`config.mk`:
```
export PLATFORM = sky130hd
export DESIGN_NAME = spi_slave_rx
export DESIGN_NICKNAME = d
export VERILOG_FILES = /design/src/rtl/spi_slave_rx.sv
export SDC_FILE = /design/constraint.sdc
export NUM_CORES = 1
export LEC_CHECK = 0
export CORE_MARGIN = 2
export CORE_UTILIZATION = 40
export CTS_CLUSTER_SIZE = 25
export DETAILED_ROUTE_END_ITERATION = 12
export GPL_TIMING_DRIVEN = 0
export PLACE_DENSITY = 0.64
export SKIP_LAST_GASP = 1
export SYNTH_ARGS = -nofsm -noshare
export SYNTH_HDL_FRONTEND = slang
export SYNTH_SLANG_ARGS = --single-unit
```
`constraint.sdc`:
```
create_clock -name i_clock -period 1 [get_ports i_clock]
set_input_delay 0.2 -clock i_clock [delete_from_list [all_inputs] [get_ports i_clock]]
set_output_delay 0.2 -clock i_clock [all_outputs]
set_load 0.02 [all_outputs]
```
`src/rtl/spi_slave_rx.sv`:
```
// SPI receive endpoint: synchronizes an external SCLK/data pair into the i_clock
// domain, deserializes DATA_WIDTH-bit words sampled on SCLK rising edges, and
// presents them through a valid/ready holding register with overrun and
// inter-bit timeout reporting.
// Optional build macro: SPI_RX_MSB_FIRST_EN (defined -> MSB-first word assembly,
// undefined -> LSB-first).
module spi_slave_rx #(
  parameter int DATA_WIDTH     = 8,
  parameter int SYNC_STAGES    = 2,
  parameter int TIMEOUT_CYCLES = 64
) (
  input  logic                  i_clock,
  input  logic                  i_reset,
  input  logic                  i_sclk,
  input  logic                  i_msgBit,
  input  logic                  i_ready,
  output logic [DATA_WIDTH-1:0] o_data,
  output logic                  o_valid,
  output logic                  o_overrun,
  output logic                  o_timeout,
  output logic                  o_busy
);

  localparam int CNT_W  = $clog2(DATA_WIDTH);
  localparam int TCNT_W = $clog2(TIMEOUT_CYCLES);
  localparam logic [CNT_W-1:0]  LAST_BIT  = CNT_W'(DATA_WIDTH - 1);
  localparam logic [TCNT_W-1:0] LAST_TICK = TCNT_W'(TIMEOUT_CYCLES - 1);

  typedef enum logic {
    IDLE  = 1'b0,
    SHIFT = 1'b1
  } state_t;

  // Synchronizer chains and edge detection
  logic [SYNC_STAGES-1:0] sclk_sync_reg;
  logic [SYNC_STAGES-1:0] data_sync_reg;
  logic                   prev_sclk_reg;
  logic                   sclk_s;
  logic                   data_s;
  logic                   sclk_rise;

  // Deserializer state
  state_t                 state_reg, state_next;
  logic [CNT_W-1:0]       bit_cnt_reg, bit_cnt_next;
  logic [TCNT_W-1:0]      tcnt_reg, tcnt_next;
  logic [DATA_WIDTH-1:0]  shift_reg, shift_next;
  logic [DATA_WIDTH-1:0]  shift_in;
  logic                   done_reg, done_next;
  logic                   timeout_reg, timeout_next;

  // Output holding register
  logic [DATA_WIDTH-1:0]  data_reg;
  logic                   valid_reg;
  logic                   overrun_reg;

  assign sclk_s    = sclk_sync_reg[SYNC_STAGES-1];
  assign data_s    = data_sync_reg[SYNC_STAGES-1];
  assign sclk_rise = sclk_s && !prev_sclk_reg;

`ifdef SPI_RX_MSB_FIRST_EN
  // First received bit ends up in the MSB after a full word
  assign shift_in = {shift_reg[DATA_WIDTH-2:0], data_s};
`else
  // First received bit ends up in bit 0 after a full word
  assign shift_in = {data_s, shift_reg[DATA_WIDTH-1:1]};
`endif

  // Synchronize SCLK and data with equal delay; SCLK side resets high so a
  // clock held high through reset never looks like a fresh rising edge
  always_ff @(posedge i_clock) begin
    if (i_reset) begin
      sclk_sync_reg <= '1;
      data_sync_reg <= '0;
      prev_sclk_reg <= 1'b1;
    end else begin
      sclk_sync_reg <= {sclk_sync_reg[SYNC_STAGES-2:0], i_sclk};
      data_sync_reg <= {data_sync_reg[SYNC_STAGES-2:0], i_msgBit};
      prev_sclk_reg <= sclk_s;
    end
  end

  // Deserializer state register
  always_ff @(posedge i_clock) begin
    if (i_reset) begin
      state_reg   <= IDLE;
      bit_cnt_reg <= '0;
      tcnt_reg    <= '0;
      shift_reg   <= '0;
      done_reg    <= 1'b0;
      timeout_reg <= 1'b0;
    end else begin
      state_reg   <= state_next;
      bit_cnt_reg <= bit_cnt_next;
      tcnt_reg    <= tcnt_next;
      shift_reg   <= shift_next;
      done_reg    <= done_next;
      timeout_reg <= timeout_next;
    end
  end

  // Next-state logic: capture on SCLK rising edges, count idle cycles mid-word
  always_comb begin
    state_next   = state_reg;
    bit_cnt_next = bit_cnt_reg;
    tcnt_next    = tcnt_reg;
    shift_next   = shift_reg;
    done_next    = 1'b0;
    timeout_next = 1'b0;
    case (state_reg)
      IDLE: begin
        if (sclk_rise) begin
          shift_next   = shift_in;
          bit_cnt_next = CNT_W'(1);
          tcnt_next    = '0;
          state_next   = SHIFT;
        end
      end
      SHIFT: begin
        if (sclk_rise) begin
          shift_next = shift_in;
          tcnt_next  = '0;
          if (bit_cnt_reg == LAST_BIT) begin
            bit_cnt_next = '0;
            done_next    = 1'b1;
            state_next   = IDLE;
          end else begin
            bit_cnt_next = bit_cnt_reg + CNT_W'(1);
          end
        end else if (tcnt_reg == LAST_TICK) begin
          // Master stalled mid-word: drop the partial word and realign
          tcnt_next    = '0;
          bit_cnt_next = '0;
          timeout_next = 1'b1;
          state_next   = IDLE;
        end else begin
          tcnt_next = tcnt_reg + TCNT_W'(1);
        end
      end
      default: begin
        state_next = IDLE;
      end
    endcase
  end

  // Holding register: a completed word loads unless an unaccepted word is
  // still held, in which case the new word is dropped and overrun flagged
  always_ff @(posedge i_clock) begin
    if (i_reset) begin
      data_reg    <= '0;
      valid_reg   <= 1'b0;
      overrun_reg <= 1'b0;
    end else begin
      overrun_reg <= 1'b0;
      if (done_reg) begin
        if (!valid_reg || i_ready) begin
          data_reg  <= shift_reg;
          valid_reg <= 1'b1;
        end else begin
          overrun_reg <= 1'b1;
        end
      end else if (valid_reg && i_ready) begin
        valid_reg <= 1'b0;
      end
    end
  end

  assign o_data    = data_reg;
  assign o_valid   = valid_reg;
  assign o_overrun = overrun_reg;
  assign o_timeout = timeout_reg;
  assign o_busy    = (state_reg == SHIFT);

endmodule

```
# --- Word-level counts from Yosys, hierarchy flattened ---
# Index checks and enable logic that the tools add are counted.
word_totals:
  reg_bits: 35
  inputBits: 5
  output_inout_bits: 12
  elab_cells: 55
classes:
  n_addsub: 2
  n_eq_ne: 5
  muxes: 21
  n_bitwise: 3
  reduce_logical: 12
ops:
  columns: ["operator", "count"]
  rows:
  - ["two-way mux 6 bit", 3]
  - ["two-way mux 3 bit", 4]
  - ["case mux 6 bit (2 select lines)", 1]
  - ["two-way mux 1 bit", 10]
  - ["two-way mux 8 bit", 1]
  - ["adder 6 x 1 -> 6 bit (second input constant)", 1]
  - ["== test 6 bit (second input constant)", 1]
  - ["case mux 3 bit (2 select lines)", 1]
  - ["AND reduction 2 bit", 3]
  - ["OR reduction 3 bit", 2]
  - ["adder 3 x 1 -> 3 bit (second input constant)", 1]
  - ["== test 3 bit (second input constant)", 1]
  - ["inequality test 3 x 2 -> 1 bit (second input constant)", 1]
  - ["NOT 1 bit", 3]
  - ["logical AND 1 bit", 2]
  - ["zero test 1 bit", 2]
  - ["inequality test 2 x 1 -> 1 bit (second input constant)", 1]
  - ["inequality test 2 bit (second input constant)", 1]
  - ["case mux 1 bit (2 select lines)", 1]
  - ["nonzero test 2 bit", 1]
  - ["OR reduction 2 bit", 1]
  - ["logical OR 1 bit", 1]

# --- Depth between registers and ports, before layout ---
logic_depth:
  ltp_word: 4
  depth_mapped: 5
  mapped_depth_nobuf: 5

# --- Worst setup path after synthesis ---
# No wires, ideal clock.
synth_timing:
  path_kind: "reg2reg"
  from: "reg state_reg (netlist: o_busy)"
  to: "reg tcnt_reg[5]"
  setup_time_ps: 70
  arrival_time_ps: 1120
  required_ps: 930
  path_slack_ps: -190
  stages_incl_launch_ff: 5
  path_buffers: 1
  synth_period_minus_slack_ps: 1190
  cell_sequence: "dfxtp_1 -> buf_6 -> nand4_1 -> or3_1 -> a21oi_1"
synth_between:
  elab_chain_len: 2
  elab_cells_between_ends: 3
  classes_between: "eq/ne: 1; mux: 1; bitwise: 1"
synth_rtl:
  columns: ["element", "line", "source"]
  rows:
  - ["from (decl)", "43", "state_t state_reg, state_next;"]
  - ["from (signal assigned)", "92", "state_reg <= state_next;"]
  - ["NOT 1 bit", null, null]
  - ["case mux 6 bit (2 select lines) or inequality test 2 bit (tied branches)", null, null]
  - ["to (signal assigned)", "94", "tcnt_reg <= tcnt_next;"]
  - ["to (decl)", "45", "logic [TCNT_W-1:0] tcnt_reg, tcnt_next;"]
# Parallel ways exist; a longest one is shown, timed or not.
# A chain may end at the register's enable or synchronous reset.

# --- Worst setup path after layout ---
# Ends and elaborated chain as after synthesis.

==> key figures <==
Clock network
  – H-tree Lvls: 2
  – Clock transition at path regs: 0.10 ns
  – Hold_buf cts: 0
  – CTS tree: done
  – CTS Sinks: 35
  – Number of buffers created by CTS: 5
  – CTS max path bufs: 2
  – CTS root buffer: clkbuf_4
  – Clock Latency Late Sink: 0.33 ns

Worst setup path
  – CP startpoint kind: register
  – Worst path arrival time: 1.37 ns
  – Critical Path, Cell by Cell: buf_8 -> nand4_1 -> or3_1 -> a21oi_2
  – Bufs and invs on worst path: 1
  – Critical Path RT: 1.27 ns
  – FF-to-FF path depth: 4
  – Crit path max fanout: 6
  – Crit-path leading delay family: simple AND/OR/NAND/NOR gates
  – Worst r2r dst: tcnt_reg[5]
  – Crit Path Category: reg2reg
  – Worst r2r src: o_busy
  – Crit. End Element: register
  – Max stage delay on crit path: 0.36 ns
  – Max stage delay cell, worst path: dfxtp_4
  – R2r setup slk: -0.1 ns

Global route
  – First-pass GRT wire length: 4720 um
  – Largest net degree at the start of global routing: 11
  – Initial antenna violation count: 0
  – Vias in the first global route: 1094
  – GR Overflow Total: 0
  – Overall routing resource usage: 17.2%

Synthesis
  – Synth Register Bits: 35
  – Syn nets: 158
  – Mapped Area: 1320 um^2
  – Sequential element share of the synthesized area: 53.0%
  – Syn avg cell area: 8.88 um^2
  – Ys Warns: 0
  – Cells after Synth: 149
  – Yosys cell types: 27

Drt
  – Final wirelength: 2950 um
  – Via count: 1170
  – Number of remaining DRC errors: 0
  – Initial DRT Pass Iterations: 5
  – DRT antenna net count: 0
  – Vias per inst: 5.20
  – Wire length per cell: 13.1 um
  – Iteration-0 DRC Markers: 40

Job
  – Max-cap violation count: 0

Finish
  – Cell Count, Final, Fillers Out: 225
  – Post-route cell area: 1890 um^2
  – Area grow syn2layout: 42.6%
  – Fraction of layout cells with a size suffix above 1: 48.1%
  – Final net count: 189
  – N_diodes: 0
  – Filler instances: 289

Die
  – Initial Util: 42.6%
  – Die Span Y: 61.5 um
  – Die ar.: 3780 um^2
  – FP Rows: 20
  – Die X: 61.5 um
  – I/O pin total: 17
  – Core area: 3100 um^2

Min path
  – Hold Path End: sclk_sync_reg[1]
  – Min-delay src: sclk_sync_reg[0]
  – HP Class: reg2reg
  – Hold path depth: 1

Timing
  – Slew Limit Headroom: 81.4%
  – Final Hold Viols: 0
  – Post-layout minimum cycle time: 1.10 ns
  – Worst Skew: 0.00966 ns
  – Final period utilization: 110%
  – RSZ-0062 raised after global routing: true
  – Worst-Margin Slew: 0.278 ns
  – Max Fclk: 0.911 GHz
  – # setup viols final: 10
  – Max Transition Viols Final: 0
  – Setup WS post-layout: -0.0980 ns

Pwr
  – Tot Pwr: 2.25 mW
  – Cell Pwr Density: 1190 nW/um^2
  – Leakage: 0.653 nW
  – Maximum vdd drop: 0.697 mV

Placement
  – DP Area: 1580 um^2
  – Hpwl dp: 1860 um
  – Placer congestion estimate: 0.762
  – IO Port Bufs: 16
  – Placed cells: 209

Status
  – Status: complete, but fails checks
  – Failing checks: setup timing
logic make-up (layout without fill, tap and decap cells):
| kind of cell | count (synthesis) | after routing | share of synthesized area, % |
|---|---|---|---|
| buffers and inverters | 11 | 43 | 4.07 |
| adders and majority gates | 4 | 4 | 3.78 |
| AOI/OAI and AO/OA | 38 | 38 | 15.5 |
| xor gates and xnor gates | 2 | 2 | 1.32 |
| muxes | 1 | 1 | 0.757 |
| and+or+nand+nor | 58 | 58 | 21.6 |
| DFF | 35 | 35 | 53.0 |
what timing repair did:
action	4_1_cts	5_1_grt
gates cloned	0	1
endpoints found under the hold margin	0	0
gates resized for setup	97	41
setup endpoints to repair	41	41
pin swaps	6	5
setup buffers	7	1
metrics by stage:
step	util, %	setup slack (ns)	hold WS (ns)	setup TNS [ns]
5_1_grt	60.8	-0.160	0.434	-1.63
2_1_floorplan	-	-0.0733	0.304	-0.124
4_1_cts	56.7	-0.0995	0.417	-0.571
6_report	60.8	-0.0980	0.421	-0.484
3_5_place_dp	50.8	-0.540	0.399	-13.76
3_3_place_gp	50.8	-0.514	0.393	-13.21
layout make-up:
class,instances,area (um^2),share of cell area [%]
clock buffers,7,45.0,2.39
plain buffers,7,65.1,3.45
clock inverters,1,5.00,0.265
flip-flops and latches,35,742,39.3
repair buffers,25,244,12.9
well taps,44,55.1,2.92
inverters,3,13.8,0.730
multi-input cells,103,716,38.0
synthesized netlist by cell type, drive strengths merged:
library cell	number	area, um^2
o21ai	10	50.1
xor2	2	17.5
nand3	11	55.1
nand2b	3	18.8
nor2	5	18.8
nor4	2	12.5
o31ai	1	7.51
a31o	1	8.76
a21oi	22	110
mux2i	1	10.0
nor3	4	20.0
or3	2	12.5
nor2b	3	18.8
nand4b	1	8.76
clkbuf	3	11.3
inv	3	11.3
dfxtp	35	701
ha	4	50.1
o211ai	3	22.5
nand2	20	75.1
a31oi	1	6.26
nand4	3	18.8
and2b	1	7.51
buf	5	31.3
or2	3	18.8
routing by layer:
metal | GRT usage, % | share of wire, % | vias to the layer above
met2 | 27.5 | 48 | 30
met1 | 21.5 | 45 | 551
li1 | - | - | 582
met4 | 6.38 | 2.0 | 0
met5 | 0 | 0 | -
met3 | 5.67 | 5.0 | 7
how the worst max path moves through the flow:
stage	start	to	cells past startpoint
5_1_grt	tcnt_reg[0]	bit_cnt_reg[2]	4
6_report	o_busy	tcnt_reg[5]	4
3_5_place_dp	i_reset	o_data[5]	4
4_1_cts	o_busy	tcnt_reg[5]	4
2_1_floorplan	o_busy	tcnt_reg[5]	4
3_3_place_gp	i_reset	o_valid	4
power breakdown:
group | switching [mW] | internal (mW) | total (mW)
clock network | 0.443 | 0.274 | 0.717
registers | 0.00977 | 1.39 | 1.40
logic | 0.0654 | 0.0613 | 0.127
total | 0.518 | 1.73 | 2.25
cell usage in the layout (no fill, tap or decap), types with 3 or more instances in the layout:
master / instances
a21oi_1: 14
dfxtp_2: 15
nand2_1: 18
dfxtp_1: 14
or2_2: 3
clkdlybuf4s50_1: 4
clkbuf_4: 5
buf_6: 15
a21oi_2: 8
nor2_1: 4
o211ai_1: 3
buf_4: 10
nand4_1: 3
ha_4: 3
nand3_1: 9
nand2b_4: 3
dfxtp_4: 6
o21ai_1: 5
o21ai_0: 4
(Power assumes the default switching activity.)
